### src/rtl/elm_neuron_mac.sv
// Hidden-layer neuron datapath: streams samples, reads one weight per sample,
// accumulates saturating products and emits a biased, rescaled pre-activation.
module elm_neuron_mac #(
  parameter int unsigned dataWidth    = 16,
  parameter int unsigned addressWidth = 10,
  parameter int unsigned numWeight    = 784,
  parameter int unsigned fracBits     = 8
) (
  input  logic                    clk,
  input  logic                    rst,
  input  logic [dataWidth-1:0]    myinput,
  input  logic                    myinputValid,
  input  logic [dataWidth-1:0]    bias,
  output logic                    ren,
  output logic                    wen,
  output logic [addressWidth:0]   raddr,
  input  logic [dataWidth-1:0]    wout,
  output logic [dataWidth-1:0]    out,
  output logic                    outvalid
);

  localparam int unsigned AccW = 2 * dataWidth;
  localparam int unsigned CntW = $clog2(numWeight + 1);

  localparam logic signed [AccW-1:0] AccMax = {1'b0, {(AccW-1){1'b1}}};
  localparam logic signed [AccW-1:0] AccMin = {1'b1, {(AccW-1){1'b0}}};
  localparam logic signed [AccW-1:0] OutMax =
    {{(AccW-dataWidth+1){1'b0}}, {(dataWidth-1){1'b1}}};
  localparam logic signed [AccW-1:0] OutMin =
    {{(AccW-dataWidth+1){1'b1}}, {(dataWidth-1){1'b0}}};
  localparam logic [addressWidth:0] LastAddr = (addressWidth+1)'(numWeight - 1);
  localparam logic [CntW-1:0]       LastCnt  = CntW'(numWeight - 1);

  // Two's-complement add that clamps instead of wrapping on overflow.
  function automatic logic signed [AccW-1:0] sat_add(input logic signed [AccW-1:0] a,
                                                     input logic signed [AccW-1:0] b);
    logic signed [AccW-1:0] s;
    s = a + b;
    if ((a[AccW-1] == b[AccW-1]) && (s[AccW-1] != a[AccW-1])) begin
      s = a[AccW-1] ? AccMin : AccMax;
    end
    return s;
  endfunction

  logic [addressWidth:0]         raddr_q;
  logic signed [dataWidth-1:0]   x_q;
  logic                          in_valid_q;
  logic signed [AccW-1:0]        mul_q;
  logic                          mul_valid_q;
  logic signed [AccW-1:0]        sum_q;
  logic [CntW-1:0]               cnt_q;
  logic signed [AccW-1:0]        final_sum_q;
  logic                          fin_valid_q;
  logic [dataWidth-1:0]          out_q;
  logic                          outvalid_q;

  logic signed [AccW-1:0]        sum_next;
  logic                          is_last;
  logic signed [AccW-1:0]        bias_ext;
  logic signed [AccW-1:0]        biased;
  logic signed [AccW-1:0]        shifted;
  logic [dataWidth-1:0]          out_d;

  // Weight read address: advances once per accepted sample, wraps at the frame end.
  always_ff @(posedge clk) begin
    if (rst) begin
      raddr_q <= '0;
    end else if (myinputValid) begin
      raddr_q <= (raddr_q == LastAddr) ? '0 : raddr_q + 1'b1;
    end
  end

  // Stage 1: hold the sample so it lines up with the weight returned by memory.
  always_ff @(posedge clk) begin
    if (rst) begin
      x_q        <= '0;
      in_valid_q <= 1'b0;
    end else begin
      x_q        <= myinput;
      in_valid_q <= myinputValid;
    end
  end

  // Stage 2: full-precision signed product.
  always_ff @(posedge clk) begin
    if (rst) begin
      mul_q       <= '0;
      mul_valid_q <= 1'b0;
    end else begin
      mul_q       <= x_q * $signed(wout);
      mul_valid_q <= in_valid_q;
    end
  end

  // Stage 3 next-state: saturating accumulate and last-product detect.
  always_comb begin
    sum_next = sat_add(sum_q, mul_q);
    is_last  = (cnt_q == LastCnt);
  end

  // Stage 3: accumulate; on the last product hand off the total and clear for the next frame.
  always_ff @(posedge clk) begin
    if (rst) begin
      sum_q       <= '0;
      cnt_q       <= '0;
      final_sum_q <= '0;
      fin_valid_q <= 1'b0;
    end else begin
      fin_valid_q <= mul_valid_q && is_last;
      if (mul_valid_q) begin
        if (is_last) begin
          final_sum_q <= sum_next;
          sum_q       <= '0;
          cnt_q       <= '0;
        end else begin
          sum_q <= sum_next;
          cnt_q <= cnt_q + CntW'(1);
        end
      end
    end
  end

  // Stage 4 next-state: add bias aligned to product scale, rescale, clamp to output width.
  always_comb begin
    bias_ext = {{dataWidth{bias[dataWidth-1]}}, bias};
    bias_ext = bias_ext <<< fracBits;
    biased   = sat_add(final_sum_q, bias_ext);
    shifted  = biased >>> fracBits;
    if (shifted > OutMax) begin
      out_d = OutMax[dataWidth-1:0];
    end else if (shifted < OutMin) begin
      out_d = OutMin[dataWidth-1:0];
    end else begin
      out_d = shifted[dataWidth-1:0];
    end
  end

  // Stage 4: result register updates only on a frame completion.
  always_ff @(posedge clk) begin
    if (rst) begin
      out_q      <= '0;
      outvalid_q <= 1'b0;
    end else begin
      outvalid_q <= fin_valid_q;
      if (fin_valid_q) begin
        out_q <= out_d;
      end
    end
  end

  // Outputs: read enable follows the sample strobe; the memory is never written here.
  always_comb begin
    ren      = myinputValid;
    wen      = 1'b0;
    raddr    = raddr_q;
    out      = out_q;
    outvalid = outvalid_q;
  end

endmodule

### config.mk
export PLATFORM = sky130hd
export DESIGN_NAME = elm_neuron_mac
export DESIGN_NICKNAME = d
export VERILOG_FILES = /design/src/rtl/elm_neuron_mac.sv
export SDC_FILE = /design/constraint.sdc
export NUM_CORES = 1
export LEC_CHECK = 0
export ABC_AREA = 1
export BUFFER_PORTS_ARGS = -buffer_cell sky130_fd_sc_hd__buf_2
export CORE_MARGIN = 2
export CORE_UTILIZATION = 50
export DETAILED_ROUTE_END_ITERATION = 16
export HOLD_SLACK_MARGIN = 0.1
export PLACE_DENSITY = 0.67
export SETUP_SLACK_MARGIN = 0.3
export SYNTH_ARGS = -nofsm -noshare
export SYNTH_HDL_FRONTEND = slang
export SYNTH_SLANG_ARGS = --single-unit
### constraint.sdc
create_clock -name clk -period 7.54 [get_ports clk]
set_input_delay 0.754 -clock clk [delete_from_list [all_inputs] [get_ports clk]]
set_output_delay 0.754 -clock clk [all_outputs]
set_load 0.02 [all_outputs]
After elaboration in Yosys (flattened, before gate mapping)
Index checks and enable logic that the tools add are counted.
{ "classes": {"n_addsub": 4, "multipliers": 1, "div_mod_pow": 0, "n_lt_le_gt_ge": 2, "n_eq_ne": 6, "n_shift": 0, "muxes": 9, "n_bitwise": 0, "reduce_logical": 4} }
{ "ops": {"columns": ["cell", "n"], "rows": [
  ["32-bit two-way mux", 5],
  ["32-bit by 24-bit adder with 32-bit output", 1],
  ["32-bit adder", 1],
  ["16-bit by 16-bit multiplier with 32-bit output", 1],
  ["16-bit two-way mux", 2],
  ["24-bit by 16-bit greater-than comparator with 1-bit output (second input constant)", 1],
  ["24-bit by 16-bit less-than comparator with 1-bit output (second input constant)", 1],
  ["11-bit by 1-bit adder with 11-bit output (second input constant)", 1],
  ["11-bit by 10-bit equality test with 1-bit output (second input constant)", 1],
  ["11-bit two-way mux", 1],
  ["10-bit by 1-bit adder with 10-bit output (second input constant)", 1],
  ["10-bit equality test (second input constant)", 1],
  ["10-bit two-way mux", 1],
  ["1-bit logical AND", 3],
  ["1-bit equality test", 2],
  ["1-bit != test", 2],
  ["2-bit AND reduction", 1]
]} }
{ "totals": {"regBits": 153, "latchBits": 0, "mem_bits_rw": 0, "romBits": 0, "input_bits": 51, "out_inout_bits": 30, "word_cells": 37, "memories": 0} }

Longest topological paths before layout
Gate-level depths: netlist (run 1).
{ "logic_depth": {"ltp_word": 7, "mapped_depth": 30, "depth_no_buf": 28} }

Least setup slack after synthesis (run 1)
No wires, ideal clock.
{ "synth_timing": {"path_type": "in2reg", "from": "in wout[7]", "to": "reg mul_q[31]", "setup_ns": 0.113, "arrival_time_ns": 6.048, "t_required_ns": 7.427, "setup_slack_ns": 1.379, "stages": 26, "path_buffers": 2, "cell_sequence": "clkbuf_1 > clkbuf_1 > nand2_1 > fa_1 > inv_1 > fa_1 > inv_1 > fa_1 > inv_1 > fa_1 > fa_1 > inv_1 > fa_1 > inv_1 > ha_1 > a21oi_1 > a21boi_0 > nand2_1 > nand2_1 > nand3_1 > a21oi_1 > inv_1 > a211oi_1 > nand2_1 > nand2_1 > nor2_1"} }
{ "synth_between": {"elab_chain_cells": 1} }
{ "synth_lines": {"columns": ["item", "line", "source"], "rows": [
  ["start, declared", "17", "input logic [dataWidth-1:0] wout,"],
  ["16-bit by 16-bit multiplier with 32-bit output", "90", "mul_q <= x_q * $signed(wout);"],
  ["end signal, assigned", "90", null],
  ["end, declared", "48", "logic signed [AccW-1:0] mul_q;"]
]} }
No other way between the ends.
A chain may end at the register's enable or synchronous reset.

Worst setup path in the final report (run 1)
{ "layout_timing": {"from": "reg x_q[15]", "to": "reg mul_q[31]"} }
{ "layout_between": {"elab_chain_cells": 1} }
{ "layout_lines": {"columns": ["item", "line", "source"], "rows": [
  ["start, declared", "46", "logic signed [dataWidth-1:0] x_q;"],
  ["start signal, assigned", "79", "x_q <= myinput;"],
  ["16-bit by 16-bit multiplier with 32-bit output", "90", null]
]} }
No other way between the ends.

==> results of run 1 <==
## layout make-up
type / instances / area share, %
timing repair buffer: 91 / 2.417
multi-input combinational: 1772 / 65.95
sequential: 145 / 14.45
clock inverter: 13 / 0.8906
tap: 468 / 2.915
inverter: 598 / 11.17
clock buffer: 19 / 2.205
## state kept, by name, summed over array words and instances, names as in the netlist
name and count:
mul_q 32, final_sum_q 24, raddr 11, outvalid 1
cnt_q 10, sum_q 32, x_q 16, in_valid_q 1
mul_valid_q 1, out 16, fin_valid_q 1
## critical path: stages, from the launching register on
cell,delay [ns]
dfxtp_1,0.80
nand2_1,0.20
inv_1,0.17
fa_1,0.55
fa_1,0.85
fa_1,0.51
fa_1,0.52
fa_1,0.50
inv_1,0.05
fa_1,0.47
inv_1,0.04
ha_1,0.33
a21oi_1,0.22
o21ai_0,0.11
a21oi_1,0.13
nand3_1,0.15
a21oi_1,0.16
inv_1,0.10
a211oi_1,0.34
nand2_1,0.10
nand2_1,0.07
nor2_1,0.05
## kinds of logic after synthesis
family | after synthesis
other | 1
and+or+nand+nor | 990
adders and majority gates | 404
DFF | 145
xor gates and xnor gates | 27
buffers and inverters | 694
AOI/OAI and AO/OA | 350
## stage by stage
stage / instances / worst slack (ns)
after floorplan: 2611 / 1.379
after global placement: 3074 / 0.9496
after detailed placement: 3074 / 0.8840
after CTS: 3106 / 1.100
after global routing: 3106 / 0.6864
final: 3106 / 0.9735
## layer usage
layer	GRT usage, %	up-vias	wire (um)
met5	0	-	0
met4	6.795	0	935
met3	5.910	67	3395
met2	43.97	472	22100
met1	34.09	7464	21770
li1	-	7910	-
## layout by cell type (no fill, tap or decap), drive strengths merged
master    netlist  final
dfxtp         145    145
xor2           11     11
o22ai           2      2
nand4          18     18
clkbuf         87     19
a31oi           9      9
a21oi         178    178
o21bai          7      7
clkinv          2      8
nand3b          3      3
or3b            1      1
fa            266    266
and2            2      2
inv           596    599
o311ai          1      1
o21a            9      9
o21ai         113    113
a21o            9      9
buf             9     91
clkinvlp        0      1
conb            1      1
nand3          82     82
nor3           23     23
a21boi          5      5
xnor2          16     16
o31ai           6      6
a311o           1      1
nand2         652    652
nor4            2      2
ha            138    138
a211oi          4      4
nor2          192    192
or2             7      7
o221ai          3      3
nor3b           8      8
bufinv          0      3
o211ai          3      3
## how the worst min path moves through the flow
stage | from | end | slack [ns] | depth (start not counted)
floorplan | in_valid_q$_SDFF_PP0_ | mul_valid_q$_SDFF_PP0_ | 0.39 | 2
global placement | in_valid_q$_SDFF_PP0_ | mul_valid_q$_SDFF_PP0_ | 0.39 | 2
detailed placement | in_valid_q$_SDFF_PP0_ | mul_valid_q$_SDFF_PP0_ | 0.40 | 2
CTS | in_valid_q$_SDFF_PP0_ | mul_valid_q$_SDFF_PP0_ | 0.41 | 2
global route | in_valid_q$_SDFF_PP0_ | mul_valid_q$_SDFF_PP0_ | 0.43 | 2
finish | in_valid_q$_SDFF_PP0_ | mul_valid_q$_SDFF_PP0_ | 0.40 | 2
## where the power goes
part           switching, mW  internal [mW]
clock network          0.378          0.537
logic                   2.68           1.55
registers             0.0759          0.876
==> results.toml, run 1 <==
[final_layout]
multi_input_area_mm2 = 0.01325
antennaDiodeCount = 0
seq_area_mm2 = 0.002903
final_util_pct = 54.61
finish.instance_area_mm2 = 0.02009
drive_above_1_share_pct = 6.027
nets = 3080
fillers = 3529
area.growth.synth_to_final_pct = 6.976

[logic_synthesis]
synth_fa_ha_area_share_pct = 37.55
yosys.area.top_type_share_pct = 28.36
syn-cell-area_mm2 = 0.01878
ys.flop_type = "dfxtp_1"
synth-simple-area-share_pct = 21.40
synthMuxAreaShare_pct = 0
ys_ff_latch = 145
netlist_instances = 2611
synth_edf_count = 0
syn_avg_cell_area_um2 = 7.192
synth.area.top_cells = "fa_1 28%, dfxtp_1 15%, nand2_1 13%, inv_1 12%, ha_1 9.2%"
syn-num-nets = 3066
synth_compound_area_share_pct = 10.32
synth_seq_area_share_pct = 15.46
netlist-cell-type-count = 46
yosys.area.top_type = "fa_1"
yosys_warnings = 0
async_reset_ff_share_pct = 0
synth_xor_xnor_area_share_pct = 1.259
yosys-top-cells-count = "648 x nand2_1, 593 x inv_1, 266 x fa_1"
yosysMostFrequentCell = "nand2_1"
synth_top_family_by_area = "adder cells"

[placement]
place_area_mm2 = 0.01947
place_congestion = 0.9375
io_buffers = 79
dp_hpwl_mm = 39.39

[worst_setup_path]
r2r-end = "mul_q[31]$_SDFF_PP0_"
arrival_ns = 6.91
endpoint_kind = "flop"
timing.rr.start = "x_q[15]$_SDFF_PP0_"
rr_worst_depth = 21
path_class = "reg2reg"
endpoint = "mul_q[31]$_SDFF_PP0_"
cp-startpoint = "x_q[15]$_SDFF_PP0_"
path_max_fanout = 16
start_kind = "flop"
crit_required_ns = 7.88
r2r_setup_slack_ns = 0.97

[timing]
max_freq_mhz = 152.3
relSlewSlack_pct = 36.92
rsz0062_at_grt = "no"
slew_viol_final = 0
finalSetupViolCount = 0
finClkSkew_ns = 0.009826
min_period_over_period_pct = 87.09
max_slew.worst_pin.slew_ns = 0.9448
hold-worst-slack_ns = 0.4048
report.final.hold_viol_count = 0
post-route-min-period_ns = 6.567
fin_setup_tns_ns = 0

[clocking]
ctsHoldBuffers = 0
htreeDepth = 4
cts_buffers = 17
ctsResizeCount = 0
clk_latency_ns = 0.45
clock_path_buffers = 2
cts-root-buf = "clkbuf_16"
clock_sinks = 145
cts_setup_buffers = 0
cts.reportedPaths.clkPinSlew_ns = 0.07
tritoncts = "yes"

[grt]
grt_max_degree = 73
grt_pass1_wl_mm = 81.21
gr-total-overflow = 0
grtUsageTotal_pct = 26.16
antenna_found_initial = 0
grt_pass1_vias = 16410

[routing]
viasPerCell = 5.123
wl_per_cell_um = 15.52
drt-initial-drc-count = 934
drc_errors = 0
ant_nets = 0
vias = 15910
wl_mm = 48.20
dr.pass1.iters = 5

[outcome]
status = "complete, no violations"

[floorplanning]
core_region_area_mm2 = 0.03679
fp.dieArea_mm2 = 0.03912
die_h_um = 197.8
io-pin-count = 81
start_util_pct = 51.05
die_w_um = 197.8
placementRows = 70

[power]
power_per_cell_area_mw_per_mm2 = 303.4
p_leak_nw = 11.18
ir_worst_vdd_mv = 0.2318
power_mw = 6.095

[worst_hold_path]
hold_path_class = "reg2reg"

[job]
cap_violations = 0
Power figures use the tool's default switching activity.
==> inputs of run 2 (changes only) <==
--- a/config.mk
+++ b/config.mk
@@ -7,11 +7,13 @@
 export LEC_CHECK = 0
 export ABC_AREA = 1
 export BUFFER_PORTS_ARGS = -buffer_cell sky130_fd_sc_hd__buf_2
+export CELL_PAD_IN_SITES_DETAIL_PLACEMENT = 1
+export CELL_PAD_IN_SITES_GLOBAL_PLACEMENT = 2
 export CORE_MARGIN = 2
-export CORE_UTILIZATION = 50
+export CORE_UTILIZATION = 37
 export DETAILED_ROUTE_END_ITERATION = 16
 export HOLD_SLACK_MARGIN = 0.1
-export PLACE_DENSITY = 0.67
+export PLACE_DENSITY_LB_ADDON = 0.1
 export SETUP_SLACK_MARGIN = 0.3
 export SYNTH_ARGS = -nofsm -noshare
 export SYNTH_HDL_FRONTEND = slang
==> run 2 against run 1 <==
Compared with the run above: sequential share of layout area fell by 0.18 points; largest power group unchanged; global-route usage down 3.3 points; non-clock buffer count down 1; register-to-register slack improved by 0.17 ns; count of clock-buffer cells in the layout fell by 2; critical endpoint is now mul_q[28]$_SDFF_PP0_; core utilization shrank 14 points; clock power increased by 2%.
==> results.toml, run 2 (synthesis results as in run 1) <==
[worst_setup_path]
start_kind = "flop"
arrival_ns = 6.75
r2r-end = "mul_q[28]$_SDFF_PP0_"
r2r_setup_slack_ns = 1.15
path_max_fanout = 16
crit_required_ns = 7.90
endpoint_kind = "flop"
rr_worst_depth = 24
timing.rr.start = "x_q[10]$_SDFF_PP0_"
path_class = "reg2reg"

[power]
power_per_cell_area_mw_per_mm2 = 308.1
power_mw = 6.265
ir_worst_vdd_mv = 0.2385
p_leak_nw = 11.17

[placement]
io_buffers = 79
dp_hpwl_mm = 47.30
place_congestion = 0.8426
place_inst = 3277
dpl_worst_slack_ns = 0.8146

[clocking]
ctsHoldBuffers = 0
ctsResizeCount = 0
htreeDepth = 4
cts.reportedPaths.clkPinSlew_ns = 0.08
clock_path_buffers = 2
cts_setup_buffers = 0
clk_latency_ns = 0.48
tritoncts = "yes"
cts_buffers = 17
clock_sinks = 145
cts-root-buf = "clkbuf_16"

[timing]
finClkSkew_ns = 0.02197
fin_setup_tns_ns = 0
hold-worst-slack_ns = 0.4353
min_period_over_period_pct = 84.77
slew_viol_final = 0
max_freq_mhz = 156.5
finalSetupViolCount = 0
max_slew.worst_pin.slew_ns = 1.081
relSlewSlack_pct = 27.85
finalWorstSetupSlack_ns = 1.148
report.final.hold_viol_count = 0
rsz0062_at_grt = "no"
post-route-min-period_ns = 6.392

[floorplanning]
placementRows = 82
core_region_area_mm2 = 0.05017
io-pin-count = 81
die_h_um = 229.3
die_w_um = 229.3
start_util_pct = 37.43
fp.dieArea_mm2 = 0.05257

[routing]
dr.pass1.iters = 5
wl_mm = 57.57
drc_errors = 0
vias = 16010
drt-initial-drc-count = 549
wl_per_cell_um = 17.40
ant_nets = 0
viasPerCell = 4.837

[final_layout]
seq_area_mm2 = 0.002903
drive_above_1_share_pct = 6.068
final_cell_mix = "648 x nand2_1, 593 x inv_1, 266 x fa_1"
antennaDiodeCount = 0
fillers = 6314
area.growth.synth_to_final_pct = 8.289
final_common_cell = "nand2_1"
multi_input_area_mm2 = 0.01325
nets = 3079
reg_top3 = "mul_q x32, sum_q x32, final_sum_q x24"
stdcell_count = 3309

[worst_hold_path]
hold_path_class = "reg2reg"
min_from = "in_valid_q$_SDFF_PP0_"
holdPathStages = 2
worstHoldEndpoint = "mul_valid_q$_SDFF_PP0_"

[grt]
grtUsageTotal_pct = 22.84
grt_pass1_vias = 17520
grt_max_degree = 63
grt_pass1_wl_mm = 94.67
gr-total-overflow = 0
antenna_found_initial = 0

[job]
cap_violations = 0

[outcome]
status = "complete, no violations"
[run 2: cell count changes in the layout (fill, tap and decap cells not counted), moves of 2 or more]
cell | previous run | this run
inv_8 | 1 | 4
clkinv_4 | 6 | 0
inv_6 | 2 | 4
clkinv_8 | 0 | 2
[run 2: cell type report]
type                    instances  share of cell area, %
clock buffers                  17                  2.092
clock inverters                15                 0.9475
inverters                     598                  11.04
multi-input cells            1772                  65.15
flip-flops and latches        145                  14.27
well taps                     672                  4.135
repair buffers                 90                  2.363
[run 2: metal layers]
layer,vias up,part of all wire [%],GRT usage (%)
met3,54,2.3,2.702
met2,185,49,40.36
li1,7894,-,-
met1,7873,47,29.32
met4,0,2.2,6.453
met5,-,0,0
[run 2: through the flow]
stage | utilization [%] | instance area [um^2]
2_1_floorplan | - | 18780
3_3_place_gp | 39.30 | 19720
3_5_place_dp | 39.30 | 19720
4_1_cts | 40.53 | 20340
5_1_grt | 40.53 | 20340
6_report | 40.53 | 20340
[run 2: how the worst max path moves through the flow]
stage	from	end	slack [ns]	cells past startpoint
final	x_q[10]$_SDFF_PP0_	mul_q[28]$_SDFF_PP0_	1.15	24
after floorplan	wout[7]	mul_q[31]$_SDFF_PP0_	1.38	26
after CTS	x_q[10]$_SDFF_PP0_	mul_q[28]$_SDFF_PP0_	1.06	24
after global placement	wout[1]	mul_q[28]$_SDFF_PP0_	0.90	24
after detailed placement	wout[1]	mul_q[28]$_SDFF_PP0_	0.81	24
after global routing	x_q[10]$_SDFF_PP0_	mul_q[31]$_SDFF_PP0_	0.59	22
[run 2: critical path: stages, from the launching register on]
cell	delay [ns]
dfxtp_1	0.89
nand2_1	0.12
inv_1	0.10
fa_1	0.42
inv_1	0.08
fa_1	0.47
fa_1	0.57
inv_1	0.07
fa_1	0.48
fa_1	0.49
inv_1	0.05
fa_1	0.48
inv_1	0.04
ha_1	0.35
a21oi_1	0.27
o21ai_0	0.13
a21oi_1	0.15
nand3_1	0.21
a21o_1	0.24
nand2_1	0.06
nand3_1	0.10
a21boi_0	0.27
nand2_1	0.09
nand2_1	0.07
nor2_1	0.05
[run 2: power breakdown]
group / internal [mW] / switching [mW] / leakage [nW] / total, mW
registers: 0.876 / 0.0873 / 1.18 / 0.963
logic: 1.57 / 2.80 / 9.69 / 4.37
clock network: 0.505 / 0.428 / 0.298 / 0.933
